==> config.mk <==
export PLATFORM = sky130hd
export DESIGN_NAME = store_writer
export DESIGN_NICKNAME = d
export VERILOG_FILES = /design/src/rtl/store_writer_pkg.sv /design/src/rtl/store_writer_fifo.sv /design/src/rtl/store_writer.sv
export SDC_FILE = /design/constraint.sdc
export NUM_CORES = 1
export LEC_CHECK = 0
export BUFFER_PORTS_ARGS = -buffer_cell sky130_fd_sc_hd__buf_2
export CORE_MARGIN = 3
export CORE_UTILIZATION = 43
export DETAILED_ROUTE_END_ITERATION = 12
export MAX_ROUTING_LAYER = met4
export PLACE_DENSITY = 0.7
export SYNTH_ARGS = -nofsm -noshare
export SYNTH_HDL_FRONTEND = slang
export SYNTH_SLANG_ARGS = --single-unit
==> constraint.sdc <==
create_clock -name clk -period 8.05 [get_ports clk]
set_input_delay 2.415 -clock clk [delete_from_list [all_inputs] [get_ports clk]]
set_output_delay 2.415 -clock clk [all_outputs]
set_load 0.02 [all_outputs]
==> src/rtl/store_writer_pkg.sv <==
// Shared types for the store-path write engine: size encodings, FSM states,
// store-buffer entry layout and the byte-lane alignment helper.
package store_writer_pkg;

  localparam logic [1:0] SZ_BYTE = 2'b00;
  localparam logic [1:0] SZ_HALF = 2'b01;
  localparam logic [1:0] SZ_WORD = 2'b10;

  // Address field width of a buffered entry; the top's AW must not exceed it.
  localparam int ST_AW = 32;

  typedef enum logic {
    ST_IDLE  = 1'b0,
    ST_WRITE = 1'b1
  } state_e;

  typedef struct packed {
    logic [ST_AW-1:0] addr;
    logic [31:0]      wdata;
    logic [3:0]       be;
  } st_entry_t;

  // Replicates right-justified store data across lanes and builds the byte
  // enables; off is the low two address bits, already aligned for the size.
  function automatic logic [35:0] align_lanes(input logic [1:0]  off,
                                               input logic [1:0]  size,
                                               input logic [31:0] data);
    logic [31:0] wdata;
    logic [3:0]  be;
    wdata = data;
    be    = 4'b1111;
    case (size)
      SZ_BYTE: begin
        wdata = {4{data[7:0]}};
        be    = 4'b0001 << off;
      end
      SZ_HALF: begin
        wdata = {2{data[15:0]}};
        be    = off[1] ? 4'b1100 : 4'b0011;
      end
      default: begin
        wdata = data;
        be    = 4'b1111;
      end
    endcase
    return {wdata, be};
  endfunction

endpackage

==> src/rtl/store_writer_fifo.sv <==
// Small synchronous store buffer with head and head+1 read ports so the write
// engine can present the following entry in the same edge it pops the head.
module store_fifo #(
  parameter int DEPTH = 2,
  parameter int W     = 8
) (
  input  logic                     clk,
  input  logic                     rst_n,
  input  logic                     push_i,
  input  logic [W-1:0]             din_i,
  input  logic                     pop_i,
  output logic [W-1:0]             head_o,
  output logic [W-1:0]             next_o,
  output logic                     full_o,
  output logic                     empty_o,
  output logic [$clog2(DEPTH):0]   count_o
);

  localparam int PW = $clog2(DEPTH);
  localparam int CW = PW + 1;

  logic [W-1:0]  mem_q [DEPTH];
  logic [PW-1:0] wr_ptr_q;
  logic [PW-1:0] rd_ptr_q;
  logic [PW-1:0] rd_nxt;
  logic [CW-1:0] count_q;

  always_ff @(posedge clk or negedge rst_n) begin
    if (!rst_n) begin
      wr_ptr_q <= '0;
      rd_ptr_q <= '0;
      count_q  <= '0;
    end else begin
      if (push_i) wr_ptr_q <= wr_ptr_q + PW'(1);
      if (pop_i)  rd_ptr_q <= rd_ptr_q + PW'(1);
      case ({push_i, pop_i})
        2'b10:   count_q <= count_q + CW'(1);
        2'b01:   count_q <= count_q - CW'(1);
        default: count_q <= count_q;
      endcase
    end
  end

  always_ff @(posedge clk) begin
    if (push_i) mem_q[wr_ptr_q] <= din_i;
  end

  assign rd_nxt  = rd_ptr_q + PW'(1);
  assign head_o  = mem_q[rd_ptr_q];
  assign next_o  = mem_q[rd_nxt];
  assign full_o  = (count_q == CW'(DEPTH));
  assign empty_o = (count_q == '0);
  assign count_o = count_q;

endmodule

==> src/rtl/store_writer.sv <==
// Store-path write engine: aligns sb/sh/sw requests, buffers them and drives
// the data-memory write port until acked. Option: STORE_WRITER_MISALIGN_CHECK_EN.
module store_writer
  import store_writer_pkg::*;
#(
  parameter int DEPTH = 2,
  parameter int AW    = 32
) (
  input  logic          clk,
  input  logic          rst_n,
  input  logic          st_valid,
  output logic          st_ready,
  input  logic [AW-1:0] st_addr,
  input  logic [31:0]   st_data,
  input  logic [1:0]    st_size,
  output logic          mem_we,
  output logic [AW-1:0] mem_addr,
  output logic [31:0]   mem_wdata,
  output logic [3:0]    mem_be,
  input  logic          mem_ack,
  output logic          busy,
  output logic          err_misalign
);

  localparam int CW = $clog2(DEPTH) + 1;
  localparam int EW = $bits(st_entry_t);

  st_entry_t     in_ent;
  st_entry_t     head_ent;
  st_entry_t     next_ent;
  logic          push;
  logic          pop;
  logic          fifo_full;
  logic          fifo_empty;
  logic [CW-1:0] fifo_count;

  state_e        state_q;
  logic          mem_we_q;
  logic [AW-1:0] mem_addr_q;
  logic [31:0]   mem_wdata_q;
  logic [3:0]    mem_be_q;

  // Handshake: a request transfers on a rising edge with st_valid && st_ready;
  // st_ready depends only on the registered FIFO count, never on mem_ack.
  assign st_ready = !fifo_full;

  always_comb begin
    in_ent      = '0;
    in_ent.addr = ST_AW'({st_addr[AW-1:2], 2'b00});
    {in_ent.wdata, in_ent.be} = align_lanes(st_addr[1:0], st_size, st_data);
  end

`ifdef STORE_WRITER_MISALIGN_CHECK_EN
  logic misalign;
  logic err_q;

  always_comb begin
    misalign = 1'b0;
    case (st_size)
      SZ_BYTE: misalign = 1'b0;
      SZ_HALF: misalign = st_addr[0];
      SZ_WORD: misalign = |st_addr[1:0];
      default: misalign = 1'b1;
    endcase
  end

  // Misaligned requests still complete the handshake but are dropped.
  assign push = st_valid && st_ready && !misalign;

  always_ff @(posedge clk or negedge rst_n) begin
    if (!rst_n) err_q <= 1'b0;
    else if (st_valid && st_ready && misalign) err_q <= 1'b1;
  end

  assign err_misalign = err_q;
`else
  assign push         = st_valid && st_ready;
  assign err_misalign = 1'b0;
`endif

  // The in-flight entry stays in the FIFO until its ack pops it.
  assign pop = (state_q == ST_WRITE) && mem_ack;

  store_fifo #(
    .DEPTH (DEPTH),
    .W     (EW)
  ) u_fifo (
    .clk     (clk),
    .rst_n   (rst_n),
    .push_i  (push),
    .din_i   (in_ent),
    .pop_i   (pop),
    .head_o  (head_ent),
    .next_o  (next_ent),
    .full_o  (fifo_full),
    .empty_o (fifo_empty),
    .count_o (fifo_count)
  );

  always_ff @(posedge clk or negedge rst_n) begin
    if (!rst_n) begin
      state_q     <= ST_IDLE;
      mem_we_q    <= 1'b0;
      mem_addr_q  <= '0;
      mem_wdata_q <= '0;
      mem_be_q    <= '0;
    end else begin
      case (state_q)
        ST_IDLE: begin
          if (!fifo_empty) begin
            mem_addr_q  <= head_ent.addr[AW-1:0];
            mem_wdata_q <= head_ent.wdata;
            mem_be_q    <= head_ent.be;
            mem_we_q    <= 1'b1;
            state_q     <= ST_WRITE;
          end
        end
        ST_WRITE: begin
          if (mem_ack) begin
            // An entry pushed this same edge is not visible yet; IDLE picks it up.
            if (fifo_count > CW'(1)) begin
              mem_addr_q  <= next_ent.addr[AW-1:0];
              mem_wdata_q <= next_ent.wdata;
              mem_be_q    <= next_ent.be;
              mem_we_q    <= 1'b1;
            end else begin
              mem_we_q <= 1'b0;
              state_q  <= ST_IDLE;
            end
          end
        end
        default: begin
          mem_we_q <= 1'b0;
          state_q  <= ST_IDLE;
        end
      endcase
    end
  end

  assign mem_we    = mem_we_q;
  assign mem_addr  = mem_addr_q;
  assign mem_wdata = mem_wdata_q;
  assign mem_be    = mem_be_q;
  assign busy      = (fifo_count != '0) || mem_we_q;

endmodule

* Word level (Yosys, flattened, before mapping)
Memories as Yosys holds them, arrays and structs flattened.
Cells that the tools add are included.
** Word-level totals
- Bits of input ports :: 70
- Word-level logic and storage cells :: 58
- Bits in writable memories :: 132
- Bits in registers :: 74
- Output and inout bits :: 72
- Memories kept :: 1
** Memory list
- u_fifo.mem_q :: depth 2, bits a word 66, read ports 2, clocked after Yosys merged registers in 0, write ports 1, line store_writer_fifo.sv:22 : logic [W-1:0] mem_q [DEPTH];
** Operators by class
- $lt $le $gt $ge :: 1
- Reduce and logical (&&, ||, !) cells :: 10
- Add/sub/neg operators :: 4
- Shift operators :: 1
- Equality and inequality tests :: 7
- Bitwise gates (word level) :: 1
- Multiplexer cells :: 25
** Operators by type and width (number)
- $mux 32 :: 6
- $pmux 32 s2 :: 3
- $mux 4 :: 4
- $pmux 4 s2 :: 2
- $mux 1 :: 7
- $eq 2x1->1 const B :: 2
- $eq 2x2->1 const B :: 2
- $logic_not 2->1 :: 2
- $ne 2x2->1 const B :: 2
- $pmux 1 s2 :: 2
- $pmux 2 s2 :: 1
- $reduce_bool 2->1 :: 2
- $shl 1x2->4 const A :: 1
- $reduce_and 3->1 :: 1
- $add 1x1->1 const B :: 2
- $add 2x1->2 const B :: 1
- $gt 2x1->1 const B :: 1
- $logic_and 1x1->1 :: 2
- $ne 2x1->1 const B :: 1
- $reduce_and 2->1 :: 1
- $sub 2x1->2 const B :: 1
- $logic_not 1->1 :: 1
- $logic_or 1x1->1 :: 1
- $not 1->1 :: 1

* Logic depth before layout (Yosys ltp)
- Word-level depth :: 5
- Gate-level depth with buffers :: 7
- Mapped depth without buffers :: 7

* Modules after synthesis
From an unflattened synthesis, not the netlist that was laid out.
** Second synthesis, totals
- Cells, all modules :: 695
- Area total of the unflattened synthesis :: 10178.5 µm²
** Modules (own cells, without submodules)
- store_fifo :: times used 1, sequential area each 4184.0 µm², area each 5993.2 µm², cells an instance 303
- store_writer :: times used 1, sequential area each 1751.7 µm², area each 4185.3 µm², cells an instance 392

* Worst setup path before layout
OpenSTA, ideal clock, no wires.
- Kind :: in2reg
- Start :: input st_valid
- End :: memory u_fifo.mem_q[0][0] (netlist name) (enable)
- Setup time :: 490 ps
- Buffers on the path :: 0
- Required time :: 7560 ps
- Stages :: 2
- Data arrival time :: 5273 ps
- Path slack :: 2287 ps
- Cell sequence :: nand2_1 nor2_1
** Between the ends
- Cells in the longest elaborated chain, start to end :: 3
** Ends and longest elaborated chain
- start, declared :: line store_writer.sv:11 : input logic st_valid,
- $logic_and 1x1->1 :: line store_writer.sv:77 : assign push = st_valid && st_ready;
- $mux 1 :: line store_writer_fifo.sv:45 : if (push_i) mem_q[wr_ptr_q] <= din_i;
- $mux 1 (implied by the code) :: line store_writer_fifo.sv:45
- end, declared :: line store_writer_fifo.sv:22
Every way passes these cells.

* Final worst setup path
- Start :: register u_fifo.count_q[0] (netlist: u_fifo.count_o[0])
- End :: output busy
** Between the ends
- Cells in the longest elaborated chain, start to end :: 2
** Ends and longest elaborated chain
- start, declared :: line store_writer_fifo.sv:26 : logic [CW-1:0] count_q;
- start signal, assigned :: line store_writer_fifo.sv:37 : 2'b10: count_q <= count_q + CW'(1);
- start signal, assigned :: line store_writer_fifo.sv:38 : 2'b01: count_q <= count_q - CW'(1);
- start signal, assigned :: line store_writer_fifo.sv:39 : default: count_q <= count_q;
- $reduce_bool 2->1 :: line store_writer.sv:144 : assign busy = (fifo_count != '0) || mem_we_q;
- $logic_or 1x1->1 :: line store_writer.sv:144
- end, declared :: line store_writer.sv:21 : output logic busy,
Every way passes these cells.

==> impl_metrics.tcl <==
set metrics [dict create \
    rsz0062_at_grt "no" \
    via_count 4156 \
    hold_path_depth 1 \
    critical_path_class "reg2out" \
    grt_util_all_layers 0.152 \
    drive_gt1_frac 0.553 \
    antenna_found_initial 3 \
    tritoncts "built" \
    synth_top_area_cell "edfxtp_1" \
    drv_slew 0 \
    finClkSkew_ns 0.0152 \
    ys_seq_area_frac 0.710 \
    status "finished, final reports clean" \
    grt_pass1_wl_um 24100 \
    core-area_um2 18300 \
    end_kind "primary output" \
    cts-resized-gates 0 \
    yosysUniqueCellTypes 25 \
    grt_pass1_vias 4517 \
    setup_ws_ns 4.15 \
    nFillCells 1492 \
    root_buffer "clkbuf_16" \
    worst_pin_slew_ns 1.04 \
    synth_seq_cells 204 \
    viasPerCell 5.01 \
    cts_max_level 1 \
    first_pass_iters 4 \
    dp_hpwl_um 9320 \
    synth_warnings 0 \
    grt_max_degree 73 \
    clock_latency_ns 0.49 \
    synthTopCellsByArea "edfxtp_1 49%, dfrtp_1 22%, mux2_2 15%" \
    routabilityCongestion 0.810 \
    numClockSinks 204 \
    crit_arrival_ns 1.48 \
    worstPathRequired_ns 5.64 \
    post_drt_wl_per_cell_um 18.3 \
    cts_buffer_depth 3 \
    grt_remaining_overflow 0 \
    num_io_pins 142 \
    r2r_slack_ns 5.39 \
    fp.dieArea_um2 20600 \
    synth_top_area_frac 0.488 \
    rr_endpoint "mem_wdata[22]" \
    setup_viol 0 \
    fin_crit_sh 0.484 \
    num-nets-final 654 \
    setup_tns_ns 0 \
    start_util 0.445 \
    drc 0 \
    syn_area_per_cell_um2 18.8 \
    min_to "mem_addr[24]" \
    maxCapViolCount 0 \
    finalHoldViolCount 0 \
    numCtsBuffers 23 \
    postRouteAntennaNets 0 \
    dpl_worst_slack_ns 3.93 \
    hold_class "reg2reg" \
    fp.dieW_um 143 \
    post_cts_buffers 0 \
    worstPathMaxFanout 4 \
    die_y_um 143 \
    io_buffers 138 \
    r2r_cells 5 \
    pwr_density_cell_nw_per_um2 442 \
    vdd_drop_max_uv 253 \
    power_leakage_nw 3.96 \
    areaGrowthSynthToFinish_pct 20.5 \
    hold_buffers 0 \
    rows 49 \
    drtIter0Drc 132 \
    max_freq_mhz 257 \
    syn_inst 432 \
    hp-start "mem_addr[24]" \
    relSlewSlack 0.305 \
    synth_area_um2 8120 \
    period_minus_slack_ns 3.90 \
    clk_pin_slew_worst_paths_ns 0.06 \
    wirelength_um 15200 \
    r2r-start "state_q" \
    crit_path_start_kind "flop" \
]
-- kinds of logic (layout without fill, tap and decap cells) --
family / after synthesis / after routing / synth area share
xor+xnor: 5 / 5 / 0.00539
buf+inv: 26 / 189 / 0.0216
mux: 156 / 156 / 0.233
compound gates: 17 / 17 / 0.0129
other cells: 1 / 6 / 0.000462
simple gates: 19 / 19 / 0.0103
flops: 204 / 204 / 0.710
fa+ha+maj: 4 / 4 / 0.00616
-- critical path, stage by stage, from the launching register on --
cell	delay (ns)
dfrtp_1	0.40
inv_1	0.10
ha_1	0.26
nand2b_1	0.07
buf_2	0.16
-- flip-flops by register name, summed over array words and instances (netlist names) --
| name | cells |
|---|---|
| u_fifo.count_o | 2 |
| mem_addr | 30 |
| mem_be | 4 |
| mem_we | 1 |
| mem_wdata | 32 |
| u_fifo.mem_q | 132 |
| state_q | 1 |
| u_fifo.rd_ptr_q | 1 |
| u_fifo.wr_ptr_q | 1 |
-- area by class of cell --
type	instances	area (µm²)	area share
Multi-Input combinational cell	204	2230	0.228
Sequential cell	204	5770	0.589
Timing Repair Buffer	142	723	0.0739
Tap cell	229	287	0.0293
Clock buffer	27	601	0.0613
Antenna cell	3	7.51	0.000767
Clock inverter	15	159	0.0162
Inverter	5	18.8	0.00192
-- power breakdown --
part	switching (W)	internal, W
clock	0.000397	0.000631
combinational	0.000836	0.000815
sequential	0.000143	0.00151
total	0.00137	0.00295
-- worst max path at each step --
stage | start | end | slack (ns) | cells after the start
2_1_floorplan | st_valid | u_fifo.mem_q[0][0] | 2.29 | 2
6_report | u_fifo.count_o[0] | busy | 4.15 | 4
3_5_place_dp | mem_ack | mem_addr[8] | 3.93 | 5
5_1_grt | u_fifo.count_o[0] | busy | 4.02 | 4
4_1_cts | u_fifo.count_o[0] | busy | 4.12 | 4
3_3_place_gp | mem_ack | mem_wdata[14] | 3.97 | 5
-- metrics by stage --
stage | area [µm²] | instances | power, W | util | hold WS, ns
final | 9790 | 829 | 0.00433 | 0.536 | 0.500
after detailed placement | 9020 | 784 | 0.00336 | 0.494 | 0.491
after floorplan | 8130 | 434 | 0.00296 | - | 0.461
after CTS | 9780 | 826 | 0.00440 | 0.535 | 0.504
after global routing | 9790 | 829 | 0.00457 | 0.536 | 0.509
after global placement | 9020 | 784 | 0.00331 | 0.494 | 0.485
-- cell usage in the layout, fill, tap and decap left out, drive strengths merged --
master    Yosys  routed
xor2          1       1
and3          1       1
inv           5       6
nor2          3       3
ha            4       4
o21ai        10      10
bufinv        0       3
nor2b         1       1
o21bai        3       3
diode         0       3
conb          1       3
a21o          2       2
xnor2         4       4
nand2b        3       3
clkbuf        4      27
clkinvlp      0       2
o22ai         1       1
dfrtp        72      72
nand2        11      11
buf          17     142
mux2        148     148
mux2i         8       8
edfxtp      132     132
a21oi         1       1
clkinv        0       9
-- cells in the mapped netlist --
library cell	count
a21o_1	2
a21oi_1	1
and3_1	1
buf_2	8
buf_4	4
buf_6	1
buf_8	4
clkbuf_1	4
conb_1	1
dfrtp_1	72
edfxtp_1	132
ha_1	4
inv_1	5
mux2_2	108
mux2_4	40
mux2i_1	8
nand2_1	11
nand2b_1	3
nor2_1	3
nor2b_1	1
o21ai_0	10
o21bai_1	3
o22ai_2	1
xnor2_1	4
xor2_1	1
-- layer usage --
metal | vias up | global-route usage | share of wire
met5 | - | - | 0
met4 | 0 | 0.0292 | 0.016
met3 | 27 | 0.0376 | 0.065
met2 | 132 | 0.254 | 0.49
met1 | 2081 | 0.189 | 0.43
li1 | 1916 | - | -
Power figures use the tool's default switching activity.
